## config.mk

```make
export PLATFORM = sky130hd
export DESIGN_NAME = spi_cmd_dispatch
export DESIGN_NICKNAME = d
export VERILOG_FILES = /design/src/rtl/spi_cmd_dispatch.sv
export SDC_FILE = /design/constraint.sdc
export NUM_CORES = 1
export LEC_CHECK = 0
export CAP_MARGIN = 20
export CORE_ASPECT_RATIO = 0.8
export CORE_MARGIN = 2
export CORE_UTILIZATION = 30
export DETAILED_ROUTE_END_ITERATION = 8
export DONT_BUFFER_PORTS = 1
export GPL_TIMING_DRIVEN = 0
export PLACE_DENSITY = 0.54
export SYNTH_ARGS = -nofsm -noshare
export SYNTH_HDL_FRONTEND = slang
export SYNTH_SLANG_ARGS = --single-unit
```

## constraint.sdc

```tcl
create_clock -name clk -period 4.4 [get_ports clk]
set_input_delay 0.88 -clock clk [delete_from_list [all_inputs] [get_ports clk]]
set_output_delay 0.88 -clock clk [all_outputs]
set_load 0.005 [all_outputs]
```

## src/rtl/spi_cmd_dispatch.sv

```systemverilog
// Pops one command-queue entry, issues its primary SPI transaction, then one
// CW_OP write per set chain-write mask bit, in ascending slot order.
module spi_cmd_dispatch #(
  parameter int unsigned N_DEV       = 4,
  parameter logic [2:0]  CW_OP       = 3'd2,
  parameter int unsigned TIMEOUT_CYC = 1000
) (
  input  logic                  clk,
  input  logic                  rst_n,
  input  logic                  q_valid,
  output logic                  q_ready,
  input  logic [2:0]            q_op,
  input  logic [9:0]            q_addr,
  input  logic [12:0]           q_low13,
  input  logic [47:0]           q_wdata,
  input  logic [59:0]           q_std,
  input  logic [N_DEV-1:0]      q_cw_mask,
  input  logic [10*N_DEV-1:0]   q_cw_addr,
  input  logic [48*N_DEV-1:0]   q_cw_wdata,
  output logic                  spi_start,
  output logic [2:0]            spi_op,
  output logic [9:0]            spi_addr,
  output logic [12:0]           spi_low13,
  output logic [47:0]           spi_wdata,
  output logic [59:0]           spi_std,
  input  logic                  spi_busy,
  input  logic                  spi_done,
  input  logic [47:0]           spi_rdata,
  output logic                  rsp_valid,
  output logic [2:0]            rsp_op,
  output logic [9:0]            rsp_addr,
  output logic [47:0]           rsp_rdata,
  output logic                  rsp_chain,
  output logic                  err_timeout,
  output logic                  idle
);

  typedef enum logic [1:0] {IDLE, START, WAIT} state_t;

  localparam bit          WD_EN   = (TIMEOUT_CYC != 0);
  localparam logic [15:0] WD_LAST = WD_EN ? 16'(TIMEOUT_CYC - 1) : '0;

  state_t                state, state_nxt;
  logic [N_DEV-1:0]      rem_mask;
  logic [N_DEV-1:0]      low_bit;
  logic [10*N_DEV-1:0]   cw_addr_sh;
  logic [48*N_DEV-1:0]   cw_wdata_sh;
  logic [9:0]            nxt_addr;
  logic [47:0]           nxt_wdata;
  logic                  rsp_chain_r;
  logic [15:0]           wd_cnt;
  logic                  timeout_hit;

  // Lowest pending chain slot, one-hot, then mux its shadowed fields.
  always_comb begin
    low_bit   = rem_mask & (-rem_mask);
    nxt_addr  = '0;
    nxt_wdata = '0;
    for (int unsigned i = 0; i < N_DEV; i++) begin
      if (low_bit[i]) begin
        nxt_addr  = cw_addr_sh[10*i +: 10];
        nxt_wdata = cw_wdata_sh[48*i +: 48];
      end
    end
  end

  // spi_done takes priority over a coincident watchdog expiry.
  assign timeout_hit = WD_EN && (state == WAIT) && !spi_done && (wd_cnt == WD_LAST);

  always_ff @(posedge clk or negedge rst_n) begin
    if (!rst_n) state <= IDLE;
    else        state <= state_nxt;
  end

  always_comb begin
    state_nxt = state;
    case (state)
      IDLE:    if (q_valid) state_nxt = START;
      START:   if (!spi_busy) state_nxt = WAIT;
      WAIT: begin
        if (spi_done)         state_nxt = (rem_mask != '0) ? START : IDLE;
        else if (timeout_hit) state_nxt = IDLE;
      end
      default: state_nxt = IDLE;
    endcase
  end

  always_comb begin
    q_ready   = (state == IDLE);
    idle      = (state == IDLE);
    spi_start = (state == START) && !spi_busy;
  end

  always_ff @(posedge clk or negedge rst_n) begin
    if (!rst_n) begin
      spi_op      <= '0;
      spi_addr    <= '0;
      spi_low13   <= '0;
      spi_wdata   <= '0;
      spi_std     <= '0;
      rem_mask    <= '0;
      cw_addr_sh  <= '0;
      cw_wdata_sh <= '0;
      rsp_chain_r <= 1'b0;
      wd_cnt      <= '0;
      rsp_valid   <= 1'b0;
      rsp_op      <= '0;
      rsp_addr    <= '0;
      rsp_rdata   <= '0;
      rsp_chain   <= 1'b0;
      err_timeout <= 1'b0;
    end else begin
      rsp_valid   <= 1'b0;
      err_timeout <= 1'b0;
      case (state)
        IDLE: begin
          if (q_valid) begin
            spi_op      <= q_op;
            spi_addr    <= q_addr;
            spi_low13   <= q_low13;
            spi_wdata   <= q_wdata;
            spi_std     <= q_std;
            rem_mask    <= q_cw_mask;
            cw_addr_sh  <= q_cw_addr;
            cw_wdata_sh <= q_cw_wdata;
            rsp_chain_r <= 1'b0;
          end
        end
        START: begin
          if (!spi_busy) wd_cnt <= '0;
        end
        WAIT: begin
          if (spi_done) begin
            rsp_valid <= 1'b1;
            rsp_op    <= spi_op;
            rsp_addr  <= spi_addr;
            rsp_rdata <= spi_rdata;
            rsp_chain <= rsp_chain_r;
            if (rem_mask != '0) begin
              rem_mask    <= rem_mask & ~low_bit;
              spi_op      <= CW_OP;
              spi_addr    <= nxt_addr;
              spi_wdata   <= nxt_wdata;
              rsp_chain_r <= 1'b1;
            end
          end else if (timeout_hit) begin
            err_timeout <= 1'b1;
            rem_mask    <= '0;
          end else begin
            wd_cnt <= wd_cnt + 16'd1;
          end
        end
        default: ;
      endcase
    end
  end

endmodule
```

==> results of run 1 <==
## worst reg2reg max path: stages (launching register included)
cell and delay, ns:
dfrtp_1 0.35, buf_2 0.23, nor2b_1 0.59, buf_2 0.44, clkbuf_1 0.53, a221o_1 0.30
a221oi_1 0.15, o21ai_1 0.18
## power breakdown
group	internal, mW	switching [mW]	total, mW
Combinational	1.98	3.67	5.65
Sequential	6.13	1.45	7.58
Clock	2.52	1.78	4.29
## final timing paths
kind / end / slack [ns]
max: spi_start / 1.52
min: cw_wdata_sh[9]$_DFFE_PN0P_ / 0.04
max reg2reg: spi_wdata[41]$_DFFE_PN0P_ / 1.59
min reg2reg: cw_wdata_sh[26]$_DFFE_PN0P_ / 0.47
max in group asynchronous: spi_std[39]$_DFFE_PN0P_ / 2.38
min in group clk: cw_wdata_sh[100]$_DFFE_PN0P_ / 0.40
## synthesized netlist by cell type (4+ instances only)
library cell	count
nor2_1	14
mux2_2	62
a21oi_1	6
buf_1	8
nand2b_1	57
a221o_1	56
dfrtp_1	453
nand4_1	8
buf_2	41
buf_6	7
nand2_1	980
o21ai_1	112
a31oi_1	4
a221oi_1	58
clkbuf_1	83
and4_1	5
and2_1	4
inv_1	12
nand3_1	6
o21ai_0	11
## sequential cells by signal (all words and copies together), names as in the netlist, 2 cells and up
register	flops
cw_addr_sh	40
spi_std	60
cw_wdata_sh	192
state	2
rsp_addr	10
spi_low13	13
spi_addr	10
spi_wdata	48
rem_mask	4
wd_cnt	16
rsp_rdata	48
rsp_op	3
spi_op	3
## stage by stage
stage | utilization [%] | worst slack (ns) | power (mW) | instance area (um^2) | hold WS, ns
after floorplan | - | 1.93 | 11.0 | 19100 | 0.437
after CTS | 34.8 | 1.47 | 17.8 | 21800 | 0.00649
after global routing | 34.8 | 1.38 | 18.8 | 21900 | 0.00442
after global placement | 32.1 | 1.21 | 13.1 | 20200 | 0.451
final | 34.8 | 1.52 | 17.5 | 21900 | 0.0421
after detailed placement | 32.1 | 1.34 | 13.4 | 20200 | 0.453
## cell type report
class                           count  area [um^2]  share of cell area, %
Sequential cell                   453        11300                   51.9
Multi-Input combinational cell   1428         7090                   32.4
Clock buffer                       68         1400                   6.41
Tap cell                          840         1050                   4.81
Buffer                            141          641                   2.93
Clock inverter                     20          246                   1.13
Inverter                           12         45.0                  0.206
Timing Repair Buffer                2         35.0                  0.160
Antenna cell                        7         17.5                 0.0801
## placed cells by master, fill, tap and decap left out, types with 4 or more instances in the layout
cell type / count
nand2_1: 980
clkbuf_8: 6
diode_2: 7
mux2_2: 62
buf_6: 7
buf_1: 8
nor2_1: 14
o21ai_0: 11
clkbuf_1: 94
o21ai_1: 112
nand3_1: 6
clkinvlp_4: 4
nand2b_1: 57
nand4_1: 8
inv_1: 12
bufinv_16: 5
clkinv_2: 8
a21oi_1: 6
a31oi_1: 4
a221o_1: 56
a221oi_1: 58
and2_1: 4
dfrtp_1: 453
clkbuf_16: 51
buf_2: 41
and4_1: 5
## logic make-up (layout without fill, tap and decap cells)
family          after synthesis  after routing  synth area share (%)
simple gates               1095           1095                  23.0
buf+inv                     153            243                  3.59
flops                       453            453                  59.3
other cells                   0              7                     0
compound gates              264            264                  10.1
xor+xnor                      3              3                 0.138
mux                          65             65                  3.81
fa+ha+maj                     1              1                0.0655
## metal layers
metal	vias to the layer above	share of wire [%]	wire length (um)	GRT usage [%]
met5	-	0.079	57	0
met4	10	2.4	1710	6.61
met3	111	8.3	6030	6.15
met2	608	48	34900	35.8
met1	7508	41	29800	27.6
li1	6811	-	-	-
==> results.tsv, run 1 <==
metric	value	unit
synthTopCellsByArea	dfrtp_1 (59%), nand2_1 (19%), mux2_2 (3.7%)	
std_cell_rows	82	
dp_cells	2875	
netlist_area	19100	um^2
vias	15000	
slowest_stage	or3b_2	
reg2regPathDepth	7	
grt_pass1_wl	105000	um
tightest_slew	2.54	ns
path_buf_inv	3	
path_common_cell	buf_2	
stdcell_count	2971	
coreArea	62800	um^2
io_buffer_count	0	
synth_fp_nets	2458	
rsz0062_at_grt	false	
ys_seq_area_share	59.3	%
firstDrtPassIters	5	
grtUsageTotal	21.7	%
cts_root_buffer	clkbuf_16	
setup_viol	0	
fp.dieArea	65700	um^2
drive_gt1_share	9.27	%
max-slew-margin-rel	-69.2	%
postCtsSetupBuffers	0	
grt_pass1_vias	15900	
slowest_delay	0.49	ns
die_w	286	um
ant_nets	0	
cts_inserted_buffers	50	
ctsHoldBuffers	1	
cts_max_path_buffers	3	
synthFlopType	dfrtp_1	
crit_required	3.52	ns
gp_congestion	0.857	
cts_htree_levels	2	
power-per-cell-area	802	nW/um^2
drtIter0Drc	1050	
hp-class	in2async	
clk_pin_slew	0.06	ns
clkSinkCount	453	
vias_per_cell	5.06	
start_kind	flip-flop	
violations	slew limit	
cts_resized	0	
crit_family	buffers and inverters	
clock_latency	0.59	ns
cp_max_fo	10	
post-dp-hpwl	54000	um
fin_nets	2512	
cp.depth	4	
synth_area_per_cell	9.39	um^2
yosysTopAreaCell	dfrtp_1	
skew	0.0267	ns
finalSetupTns	0	ns
startpoint	state[0]$_DFFE_PN0P_	
wl_per_cell	24.4	um
async_reset_ff_share	100	%
synth_top_area_share	59.3	%
path_cells	buf_2 -> or3b_2 -> inv_1 -> buf_2	
wl	72400	um
fillers	6454	
ir_worst_vdd	0.322	mV
start_util	30.4	%
leakage	10.6	nW
synth_seq_cells	453	
grt-ovfl-total	0	
min_period_over_period	65.5	%
yosysWarnings	0	
max_freq	0.347	GHz
critPathKind	reg2out	
worst_setup_path_end_kind	output pin	
crit_arrival	2.00	ns
drc	0	
maxSlewViolCount	242	
io_pins	624	
synth_edf_count	0	
grt_max_degree	420	
die_height	230	um
r2r_start	rem_mask[1]$_DFFE_PN0P_	
post-route-min-period	2.88	ns
synth_cell_type_count	50	
hold_viol_final	0	
status	finished with violations	
netlist_instances	2034	
cts_tree	yes	
antenna_found_initial	13	
syn2layout_area_growth	14.4	%
max_cap_violations	0	
(Power assumes the default switching activity.)
==> run 2: changes to the inputs <==
- PLACE_DENSITY: 0.54 -> 0.55
- clock period: 4.4 -> 2.61 ns (I/O delays scaled with it)
==> results.tsv, run 2 (synthesis results as in run 1) <==
metric	value	unit
status	finished with violations	
violations	hold timing, slew limit	
max_cap_violations	0	
largest_register_ffs	192	
io_buffer_count	0	
ctsHoldBuffers	4	
hold_viol_final	385	
maxSlewViolCount	114	
drtIter0Drc	1267	
r2r_setup_slack	0.16	ns
skew	0.0273	ns
rsz0062_at_grt	false	
reg2regPathDepth	7	
drc	0	
firstDrtPassIters	5	
post-route-min-period	2.51	ns
cts_max_path_buffers	3	
cts_tree	yes	
post-dp-hpwl	54300	um
ant_nets	0	
hp-class	in2async	
die_w	286	um
crit_arrival	1.99	ns
final_common_cell	nand2_1	
vias_per_cell	5.04	
r2r_start	rem_mask[1]$_DFFE_PN0P_	
grt_max_degree	454	
antenna_found_initial	10	
power-per-cell-area	1340	nW/um^2
cts_htree_levels	2	
fin_area	21900	um^2
grt-ovfl-total	0	
clkSinkCount	453	
cts_root_buffer	clkbuf_16	
critPathKind	reg2out	
gp_congestion	0.849	
tightest_slew	1.64	ns
fin_nets	2519	
die_height	230	um
reg_top3	cw_wdata_sh x192, spi_std x60	
io_pins	624	
cp_max_fo	10	
cts_inserted_buffers	49	
start_util	30.4	%
place_ws	-0.272	ns
grt_pass1_vias	15500	
coreArea	62800	um^2
start_kind	flip-flop	
grtUsageTotal	21.6	%
grt_pass1_wl	105000	um
top_register	cw_wdata_sh	
setup_viol	0	
ir_worst_vdd	0.549	mV
std_cell_rows	82	
wl_per_cell	24.3	um
clock_latency	0.59	ns
reg2reg_to	spi_wdata[41]$_DFFE_PN0P_	
drive_gt1_share	9.77	%
min_period_over_period	96.1	%
hold_slack	-0.334	ns
final_cell_mix	nand2_1 (980), dfrtp_1 (453), o21ai_1 (112)	
syn2layout_area_growth	14.8	%
setup_slack	0.102	ns
max_freq	0.399	GHz
dpl_cell_area	20200	um^2
clk_pin_slew	0.06	ns
max-slew-margin-rel	-9.07	%
crit_required	2.09	ns
worst_setup_path_end_kind	output pin	
fp.dieArea	65700	um^2
vias	15000	
leakage	10.7	nW
wl	72500	um
==> run 2: what timing repair did <==
item / 4_1_cts / 5_1_grt
buffers inserted: 3 / 2
endpoints found under the setup margin: 157 / 12
endpoints found under the hold margin: 457 / 453
gates resized for setup: 6 / 5
pin swaps: 2 / 1
==> run 2: where the power goes <==
| part | internal, mW | switching [mW] | total (mW) |
|---|---|---|---|
| Combinational | 3.44 | 6.16 | 9.60 |
| Clock | 4.11 | 2.96 | 7.07 |
| Sequential | 10.3 | 2.49 | 12.8 |
==> run 2: layout make-up <==
type | instances | area [um^2]
clock buffer | 70 | 1440
tap | 840 | 1050
clock inverter | 16 | 176
multi-input combinational | 1428 | 7090
sequential | 453 | 11300
fill | 6473 | 40900
buffer | 140 | 648
timing repair buffer | 11 | 120
inverter | 12 | 45.0
antenna | 11 | 27.5
==> run 2: critical path, stage by stage (launching register included) <==
cell,delay (ns)
dfrtp_1,0.37
buf_2,0.22
or3b_2,0.49
inv_1,0.10
buf_2,0.25
==> run 2: per-layer routing <==
| layer | part of all wire, % | GRT usage, % |
|---|---|---|
| met5 | 0.043 | 0 |
| met4 | 1.8 | 5.32 |
| met3 | 7.7 | 5.61 |
| met2 | 48 | 35.2 |
| met1 | 43 | 28.7 |
==> run 2: how the worst max path moves through the flow <==
stage / start / to / slack [ns] / cells after the start
finish: state[0]$_DFFE_PN0P_ / spi_start / 0.10 / 4
detailed placement: state[0]$_DFFE_PN0P_ / spi_wdata[41]$_DFFE_PN0P_ / -0.27 / 6
global placement: rem_mask[0]$_DFFE_PN0P_ / spi_wdata[0]$_DFFE_PN0P_ / -0.44 / 6
CTS: state[0]$_DFFE_PN0P_ / spi_wdata[41]$_DFFE_PN0P_ / 0.007 / 5
floorplan: state[1]$_DFFE_PN0P_ / spi_start / 0.85 / 4
global route: state[0]$_DFFE_PN0P_ / spi_start / 0.01 / 4
==> run 2: stage by stage <==
step | setup TNS (ns) | std cells | utilization (%) | power (mW) | hold WS, ns
floorplan | 0 | 2034 | - | 18.5 | 0.226
global placement | -26.04 | 2874 | 32.1 | 22.2 | 0.259
detailed placement | -13.35 | 2876 | 32.2 | 22.6 | 0.248
CTS | 0 | 2969 | 34.8 | 29.8 | -0.378
global route | 0 | 2976 | 34.9 | 31.6 | -0.379
finish | 0 | 2981 | 34.9 | 29.5 | -0.334
